## config.mk

```make
export PLATFORM = sky130hd
export DESIGN_NAME = load_store_unit
export DESIGN_NICKNAME = d
export VERILOG_FILES = /design/src/rtl/load_store_unit_pkg.sv /design/src/rtl/load_store_unit_lane_align.sv /design/src/rtl/load_store_unit.sv
export SDC_FILE = /design/constraint.sdc
export NUM_CORES = 1
export LEC_CHECK = 0
export ABC_AREA = 1
export CORE_MARGIN = 2
export CORE_UTILIZATION = 50
export DETAILED_ROUTE_END_ITERATION = 12
export PLACE_DENSITY = 0.89
export SYNTH_ARGS = -nofsm -noshare
export SYNTH_HDL_FRONTEND = slang
export SYNTH_HIERARCHICAL = 1
export SYNTH_SLANG_ARGS = --single-unit
```

## constraint.sdc

```tcl
create_clock -name clk -period 2.7 [get_ports clk]
set_input_delay 0.54 -clock clk [delete_from_list [all_inputs] [get_ports clk]]
set_output_delay 0.54 -clock clk [all_outputs]
set_load 0.03 [all_outputs]
```

## src/rtl/load_store_unit_pkg.sv

```systemverilog
// Shared definitions for the load/store unit: FSM states, access size codes
// and the default memory latency.
package load_store_unit_pkg;

    typedef enum logic [2:0] {
        S_IDLE,
        S_RD,
        S_MERGE,
        S_WR,
        S_RESP
    } lsu_state_e;

    localparam logic [1:0] SZ_BYTE = 2'b00;
    localparam logic [1:0] SZ_HALF = 2'b01;
    localparam logic [1:0] SZ_WORD = 2'b10;

    localparam int unsigned MEM_LAT_DEFAULT = 2;

    // Reserved size or an address not naturally aligned to the access size.
    function automatic logic lsu_bad_access(input logic [1:0] size, input logic [1:0] off);
        logic bad;
        case (size)
            SZ_BYTE: bad = 1'b0;
            SZ_HALF: bad = off[0];
            SZ_WORD: bad = (off != 2'b00);
            default: bad = 1'b1;
        endcase
        return bad;
    endfunction

endpackage

```

## src/rtl/load_store_unit_lane_align.sv

```systemverilog
// Byte-lane handling for the load/store unit: extends loaded sub-words and
// merges sub-word store data into a memory word (little-endian lanes).
module lsu_lane_align
    import load_store_unit_pkg::*;
(
    input  logic [1:0]  byte_off,
    input  logic [1:0]  size,
    input  logic        is_unsigned,
    input  logic [31:0] mem_word,
    input  logic [31:0] store_data,
    output logic [31:0] load_data,
    output logic [31:0] merged_word
);

    logic [31:0] shifted;

    always_comb begin
        shifted = mem_word >> {byte_off, 3'b000};
        case (size)
            SZ_BYTE: load_data = {{24{shifted[7] & ~is_unsigned}}, shifted[7:0]};
            SZ_HALF: load_data = {{16{shifted[15] & ~is_unsigned}}, shifted[15:0]};
            default: load_data = mem_word;
        endcase
    end

    always_comb begin
        merged_word = mem_word;
        case (size)
            SZ_BYTE: merged_word[{byte_off, 3'b000} +: 8] = store_data[7:0];
            SZ_HALF: merged_word[{byte_off[1], 4'b0000} +: 16] = store_data[15:0];
            default: merged_word = store_data;
        endcase
    end

endmodule

```

## src/rtl/load_store_unit.sv

```systemverilog
// Load/store unit: one request at a time, word-wide memory port, sub-word
// stores done as read-modify-write.
module load_store_unit
    import load_store_unit_pkg::*;
#(
    parameter int unsigned MEM_LAT = MEM_LAT_DEFAULT
) (
    input  logic        clk,
    input  logic        reset,
    input  logic        req_valid,
    output logic        req_ready,
    input  logic        req_write,
    input  logic [1:0]  req_size,
    input  logic        req_unsigned,
    input  logic [31:0] req_addr,
    input  logic [31:0] req_wdata,
    output logic        resp_valid,
    output logic [31:0] resp_rdata,
    output logic        resp_error,
    output logic        MemRead,
    output logic        MemWrite,
    output logic [31:0] aluResult,
    output logic [31:0] writeDataMem,
    input  logic [31:0] readData
);

    localparam logic [3:0] CNT_RELOAD = 4'(MEM_LAT - 1);

    lsu_state_e  state_q, state_d;
    logic [3:0]  cnt_q, cnt_d;
    logic        write_q, write_d;
    logic        uns_q, uns_d;
    logic        err_q, err_d;
    logic [1:0]  size_q, size_d;
    logic [31:0] addr_q, addr_d;
    logic [31:0] wdata_q, wdata_d;
    logic [31:0] rdata_q, rdata_d;
    logic [31:0] wmem_q, wmem_d;

    logic [31:0] load_data;
    logic [31:0] merged_word;

    lsu_lane_align u_align (
        .byte_off    (addr_q[1:0]),
        .size        (size_q),
        .is_unsigned (uns_q),
        .mem_word    (rdata_q),
        .store_data  (wdata_q),
        .load_data   (load_data),
        .merged_word (merged_word)
    );

    always_ff @(posedge clk) begin
        if (reset) begin
            state_q <= S_IDLE;
            cnt_q   <= '0;
            write_q <= 1'b0;
            uns_q   <= 1'b0;
            err_q   <= 1'b0;
            size_q  <= '0;
            addr_q  <= '0;
            wdata_q <= '0;
            rdata_q <= '0;
            wmem_q  <= '0;
        end else begin
            state_q <= state_d;
            cnt_q   <= cnt_d;
            write_q <= write_d;
            uns_q   <= uns_d;
            err_q   <= err_d;
            size_q  <= size_d;
            addr_q  <= addr_d;
            wdata_q <= wdata_d;
            rdata_q <= rdata_d;
            wmem_q  <= wmem_d;
        end
    end

    always_comb begin
        state_d = state_q;
        cnt_d   = cnt_q;
        write_d = write_q;
        uns_d   = uns_q;
        err_d   = err_q;
        size_d  = size_q;
        addr_d  = addr_q;
        wdata_d = wdata_q;
        rdata_d = rdata_q;
        wmem_d  = wmem_q;

        case (state_q)
            S_IDLE: begin
                if (req_valid) begin
                    write_d = req_write;
                    uns_d   = req_unsigned;
                    size_d  = req_size;
                    addr_d  = req_addr;
                    wdata_d = req_wdata;
                    wmem_d  = req_wdata;
                    rdata_d = '0;
                    err_d   = lsu_bad_access(req_size, req_addr[1:0]);
                    cnt_d   = CNT_RELOAD;
                    if (err_d) begin
                        state_d = S_RESP;
                    end else if (req_write && req_size == SZ_WORD) begin
                        state_d = S_WR;
                    end else begin
                        state_d = S_RD;
                    end
                end
            end
            S_RD: begin
                if (cnt_q == 4'd0) begin
                    rdata_d = readData;
                    state_d = write_q ? S_MERGE : S_RESP;
                end else begin
                    cnt_d = cnt_q - 4'd1;
                end
            end
            S_MERGE: begin
                wmem_d  = merged_word;
                cnt_d   = CNT_RELOAD;
                state_d = S_WR;
            end
            S_WR: begin
                if (cnt_q == 4'd0) begin
                    state_d = S_RESP;
                end else begin
                    cnt_d = cnt_q - 4'd1;
                end
            end
            S_RESP: begin
                state_d = S_IDLE;
            end
            default: begin
                state_d = S_IDLE;
            end
        endcase
    end

    // Address stays driven through the whole operation so it is stable under
    // every strobe; write data is only presented while the write strobe is up.
    always_comb begin
        req_ready    = (state_q == S_IDLE);
        MemRead      = (state_q == S_RD);
        MemWrite     = (state_q == S_WR);
        resp_valid   = (state_q == S_RESP);
        resp_error   = (state_q == S_RESP) && err_q;
        aluResult    = (state_q == S_IDLE) ? '0 : {2'b00, addr_q[31:2]};
        writeDataMem = (state_q == S_WR) ? wmem_q : '0;
        resp_rdata   = (state_q == S_RESP && !err_q && !write_q) ? load_data : '0;
    end

endmodule

```

Yosys cells after proc, flatten, opt, wreduce, memory -nomap -nowiden
Index checks and enable logic that the tools add are counted.

storage, ports and cells
  flip-flop bits (word level) = 140

operators by class
  equal/unequal tests = 11
  bitwise operators = 3
  add/subtract/negate cells = 3
  mux-type cells = 25
  reductions and logical operators = 20
  shifts and indexed selects = 5

operators with widths
  operator                                               number
  case mux 32 bit (2 select lines)                       4
  2-to-1 mux 32 bit                                      5
  bitwise mux 32 bit                                     2
  variable shift 16 x 7 -> 32 bit, first input constant  1
  variable shift 8 x 7 -> 32 bit, first input constant   1
  indexed part select 16 x 7 -> 32 bit                   1
  indexed part select 8 x 7 -> 32 bit                    1
  >> shifter 32 x 5 -> 16 bit                            1
  2-to-1 mux 30 bit                                      1
  2-to-1 mux 3 bit                                       5
  negator 5 -> 7 bit                                     2
  case mux 3 bit (4 select lines)                        1
  case mux 4 bit (3 select lines)                        1
  AND reduction 3 bit                                    3
  2-to-1 mux 4 bit                                       2
  == test 3 x 2 -> 1 bit, second input constant          2
  nonzero test 2 bit                                     3
  == test 2 x 1 -> 1 bit, second input constant          2
  logical AND 1 bit                                      4
  zero test 2 bit                                        2
  zero test 4 bit                                        1
  != test 2 x 1 -> 1 bit, second input constant          2
  != test 2 bit, second input constant                   2
  AND reduction 2 bit                                    2
  13 further kinds                                       16

Depth between registers and ports, before layout
  word-level depth = 7
  gate-level depth with buffers = 12
  depth with buffers taken out = 10

Hierarchy
Netlist, hierarchy kept.

modules (own cells, without submodules)
  module           area each (µm²)  times used  seq. area each (µm²)  cells each
  load_store_unit  5955.7           1           2802.7                845
  lsu_lane_align   2250.9           1           0.0                   461

Worst setup path before layout
Ideal clock, no wire load.

  path type = reg-to-output
  from = register state_q[1]
  to = output port resp_rdata[10]
  buffers on the path = 2
  cell stages (with the launch flop) = 8
  arrival time = 1702 ps
  setup slack = 458 ps
  cell sequence = dfxtp_1 > buf_4 > nor2_4 > nand2_1 > inv_1 > nand3_1 > clkbuf_1 > nor2_1

on the way
  longest elaborated chain between the ends = 4

RTL lines
  what                            RTL line                source
  start: declaration              load_store_unit.sv:29   lsu_state_e state_q, state_d;
  start signal: assignment        load_store_unit.sv:66   state_q <= state_d;
  == test 3 bit                   -
  via resp_valid                  load_store_unit.sv:17   output logic resp_valid,
  logical AND 1 bit (2 in a row)  load_store_unit.sv:151  resp_rdata = (state_q == S_RESP && !err_q && !write_q) ? load_data : '0;
  2-to-1 mux 32 bit               load_store_unit.sv:151
  end: declaration                load_store_unit.sv:18   output logic [31:0] resp_rdata,

The timed path passes the listed nets, and every way through them passes these cells.

Final worst setup path
  from = register addr_q[0]
  to = output port resp_rdata[20]

on the way
  longest elaborated chain between the ends = 4

RTL lines
  what                                  RTL line                                                            source
  start: declaration                    load_store_unit.sv:35                                               logic [31:0] addr_q, addr_d;
  start signal: assignment              load_store_unit.sv:72                                               addr_q <= addr_d;
  >> shifter 32 x 5 -> 16 bit (*)       load_store_unit_lane_align.sv:18                                    shifted = mem_word >> {byte_off, 3'b000};
  AND 1 bit, on equally long branches   load_store_unit_lane_align.sv:21, load_store_unit_lane_align.sv:20
  case mux 32 bit (2 select lines) (*)  load_store_unit_lane_align.sv:19                                    case (size)
  via load_data[20]                     load_store_unit.sv:40                                               logic [31:0] load_data;
  2-to-1 mux 32 bit (*)                 load_store_unit.sv:151

Mark *: on every way through the listed nets, which the timed path passes. The rest lies on a longest branch.

==> results by group <==
Clock tree
  • Postcts setup bufs: 0
  • Post-CTS resize count: 0
  • Htree depth: 4
  • CTS tree: built
  • Worst-Skew Late Latency: ~0.42 ns
  • Cts hold-fix bufs: 0
  • Clk root buf: clkbuf_16
  • Clock-pin slew on the worst setup and hold paths: approximately 0.060 ns
  • Total CTS buffers: 17
  • CTS Buffer Depth: 2
  • Sink Count: 140

Logic synthesis
  • Synthesized area: just over 8000 sq um
  • Sequential fraction of the synthesis area: 0.342
  • Synthesized flop and latch total: 140
  • Syn avg cell area: 6.28 sq um
  • Post-synth top area share: 0.342
  • Number of synthesis warnings: 6
  • Area contributors post-synth: dfxtp_1 (34%), nand2_1 (16%), inv_1 (7.3%)
  • Cell variety after synth: 36
  • Cell taking the most area after synthesis: dfxtp_1
  • Mapped Cells: 1,306

Placed design
  • Post-DP Area: 10,000 sq um
  • Gpl congestion: ~0.99
  • Detail Placement HPWL: about 18,000 um
  • Port Buffers: 201

STA
  • Setup TNS Final: 0 ns
  • Tmin final: approximately 2.6 ns
  • Final hold vios: 0
  • Hold Slack: approximately 0.45 ns
  • Clk_skew: approximately 0.0061 ns
  • Slew Viols, Final: 0
  • Fmax: 388 MHz
  • # setup viols final: 0
  • Worst-Margin Slew: 0.852 ns
  • Slew headroom: 0.432
  • RSZ-0062 raised after global routing: no
  • Period utilization: 0.955

Run
  • Max-Cap Viols: 0

Worst setup path
  • CP startpoint kind: register
  • Crit path capture type: primary output
  • Worst setup path start: addr_q[0]
  • Worst Path Required: 2.16 ns
  • Reg2reg end: rdata_q[5]
  • R2r setup slk: 0.43 ns
  • Crit Path Class: reg2out
  • Worst EP arrival: 2.04 ns
  • CP max FO: 24
  • Worst r2r src: state_q[1]
  • Reg2Reg Depth: 9

Layout
  • Layout cells sized above 1: 0.106
  • Commonest non-fill, non-tap cell in the layout: nand2_1
  • NumNets Final: 1,565
  • Post-route cell area: around 11,000 sq um
  • ANT cells: 0
  • Most frequent cells in the layout: nand2_1 (343), inv_1 (159), nor2_1 (146)
  • Area delta synth->final: 29.3%
  • Number of fill cells in the layout: 1,401

Floorplan
  • Io pins: 204
  • # rows: 46
  • Die height: 132 um
  • Die width: 132 um
  • Die area: 17,500 sq um
  • Starting Density: 0.515
  • Core outline area: 15,900 sq um

Drt
  • Number of routed nets with antenna violations: 0
  • Vias: 9,124
  • # DRC: 0
  • Routed WL: 26,400 um
  • Iter 0 DRT Violations: roughly 1,100
  • Vias per cell: 5.42
  • WL/cell: 15.7 um
  • Drt first pass iters: 6

Global route
  • Largest net degree at the start of global routing: 100
  • Grt ovf: 0
  • First-pass GRT wire length: 41,700 um
  • Vias in the first global route: 8,150
  • Antenna violations before repair: 0
  • Tot GR Track Use: 0.292

Hold path
  • Hold EP: addr_q[8]
  • Worst Hold Class: reg2reg
  • Worst hold path depth: 2
  • Hold Startpoint: addr_q[8]

Power and ir drop
  • Leak: 4.39 nW
  • Tot Pwr: 0.00748 W
  • VDD IR-drop max: 491 uV
  • Pwr dens: 705 nW/um^2

Outcome
  • Status: completed
## critical path, cell delays in order, from the launching register on
cell     delay [ns]
dfxtp_1        0.40
buf_4          0.25
nand2_1        0.08
nand3_1        0.14
nand4_2        0.10
buf_6          0.20
nand3_1        0.10
inv_1          0.05
nor2_1         0.11
buf_4          0.17
## area by class of cell
cell class	count	area, sq um	share of cell area
flip-flops and latches	140	2800	0.264
inverters	172	653	0.0616
repair buffers	221	2040	0.192
clock inverters	10	116	0.0110
multi-input cells	904	4270	0.402
well taps	216	270	0.0255
clock buffers	21	460	0.0434
## Yosys cell counts
| cell | number |
|---|---|
| buf_6 | 8 |
| o21ai_0 | 98 |
| clkbuf_1 | 39 |
| a21oi_1 | 107 |
| o21ai_4 | 1 |
| nor2_4 | 2 |
| clkinv_1 | 1 |
| o211ai_1 | 1 |
| inv_2 | 10 |
| nand3_2 | 13 |
| nand4_2 | 2 |
| nand2_2 | 2 |
| a31oi_1 | 32 |
| ha_1 | 6 |
| buf_1 | 6 |
| nand3_4 | 1 |
| inv_4 | 2 |
| conb_1 | 1 |
| buf_2 | 20 |
| o22ai_1 | 23 |
| o21ai_1 | 8 |
| nand4_1 | 32 |
| nand2_4 | 3 |
| nor2_1 | 146 |
| dfxtp_1 | 140 |
| nor3_1 | 1 |
| a21oi_4 | 1 |
| inv_1 | 159 |
| nand3_1 | 65 |
| a22oi_1 | 12 |
| buf_4 | 17 |
| xor2_1 | 1 |
| nand2_1 | 343 |
| nor2_8 | 1 |
| clkbuf_2 | 1 |
| nor2_2 | 1 |
## flip-flops by register name (all words and copies together), names as in the netlist
| signal | flops |
|---|---|
| state_q | 3 |
| cnt_q | 4 |
| wdata_q | 32 |
| write_q | 1 |
| size_q | 2 |
| addr_q | 32 |
| wmem_q | 32 |
| rdata_q | 32 |
| uns_q | 1 |
| err_q | 1 |
## through the flow
| step | util | instances | worst slack (ns) |
|---|---|---|---|
| floorplan | - | 1307 | 0.458 |
| global placement | 0.628 | 1653 | 0.480 |
| detailed placement | 0.628 | 1653 | 0.453 |
| CTS | 0.665 | 1684 | 0.00838 |
| global route | 0.665 | 1684 | 0.0213 |
| finish | 0.665 | 1684 | 0.122 |
## cell families after synthesis
group,count (synthesis),synth area share
buffers and inverters,263,0.139
adder cells (fa/ha/maj),6,0.00915
AND/OR/NAND/NOR,612,0.321
XOR/XNOR,1,0.00107
AO/OA/AOI/OAI,283,0.188
flip-flops,140,0.342
other,1,0.000457
## report_power, final
part / switching (W) / total (W) / internal [W]
registers: 0.000265 / 0.00263 / 0.00236
clock network: 0.000905 / 0.00231 / 0.00140
logic: 0.00170 / 0.00254 / 0.000840
## worst max-delay path by stage
stage / end / cells after the start
6_report: resp_rdata[20] / 9
5_1_grt: resp_rdata[20] / 9
4_1_cts: resp_rdata[20] / 9
3_5_place_dp: wmem_q[24] / 9
3_3_place_gp: wmem_q[24] / 9
2_1_floorplan: resp_rdata[10] / 7
## metal layers
layer,share of wire,vias to the layer above,GRT usage
met1,0.43,4121,0.396
met3,0.090,54,0.0569
li1,-,4490,-
met4,0.026,0,0.113
met2,0.45,459,0.459
met5,0,-,0
(Power assumes the default switching activity.)
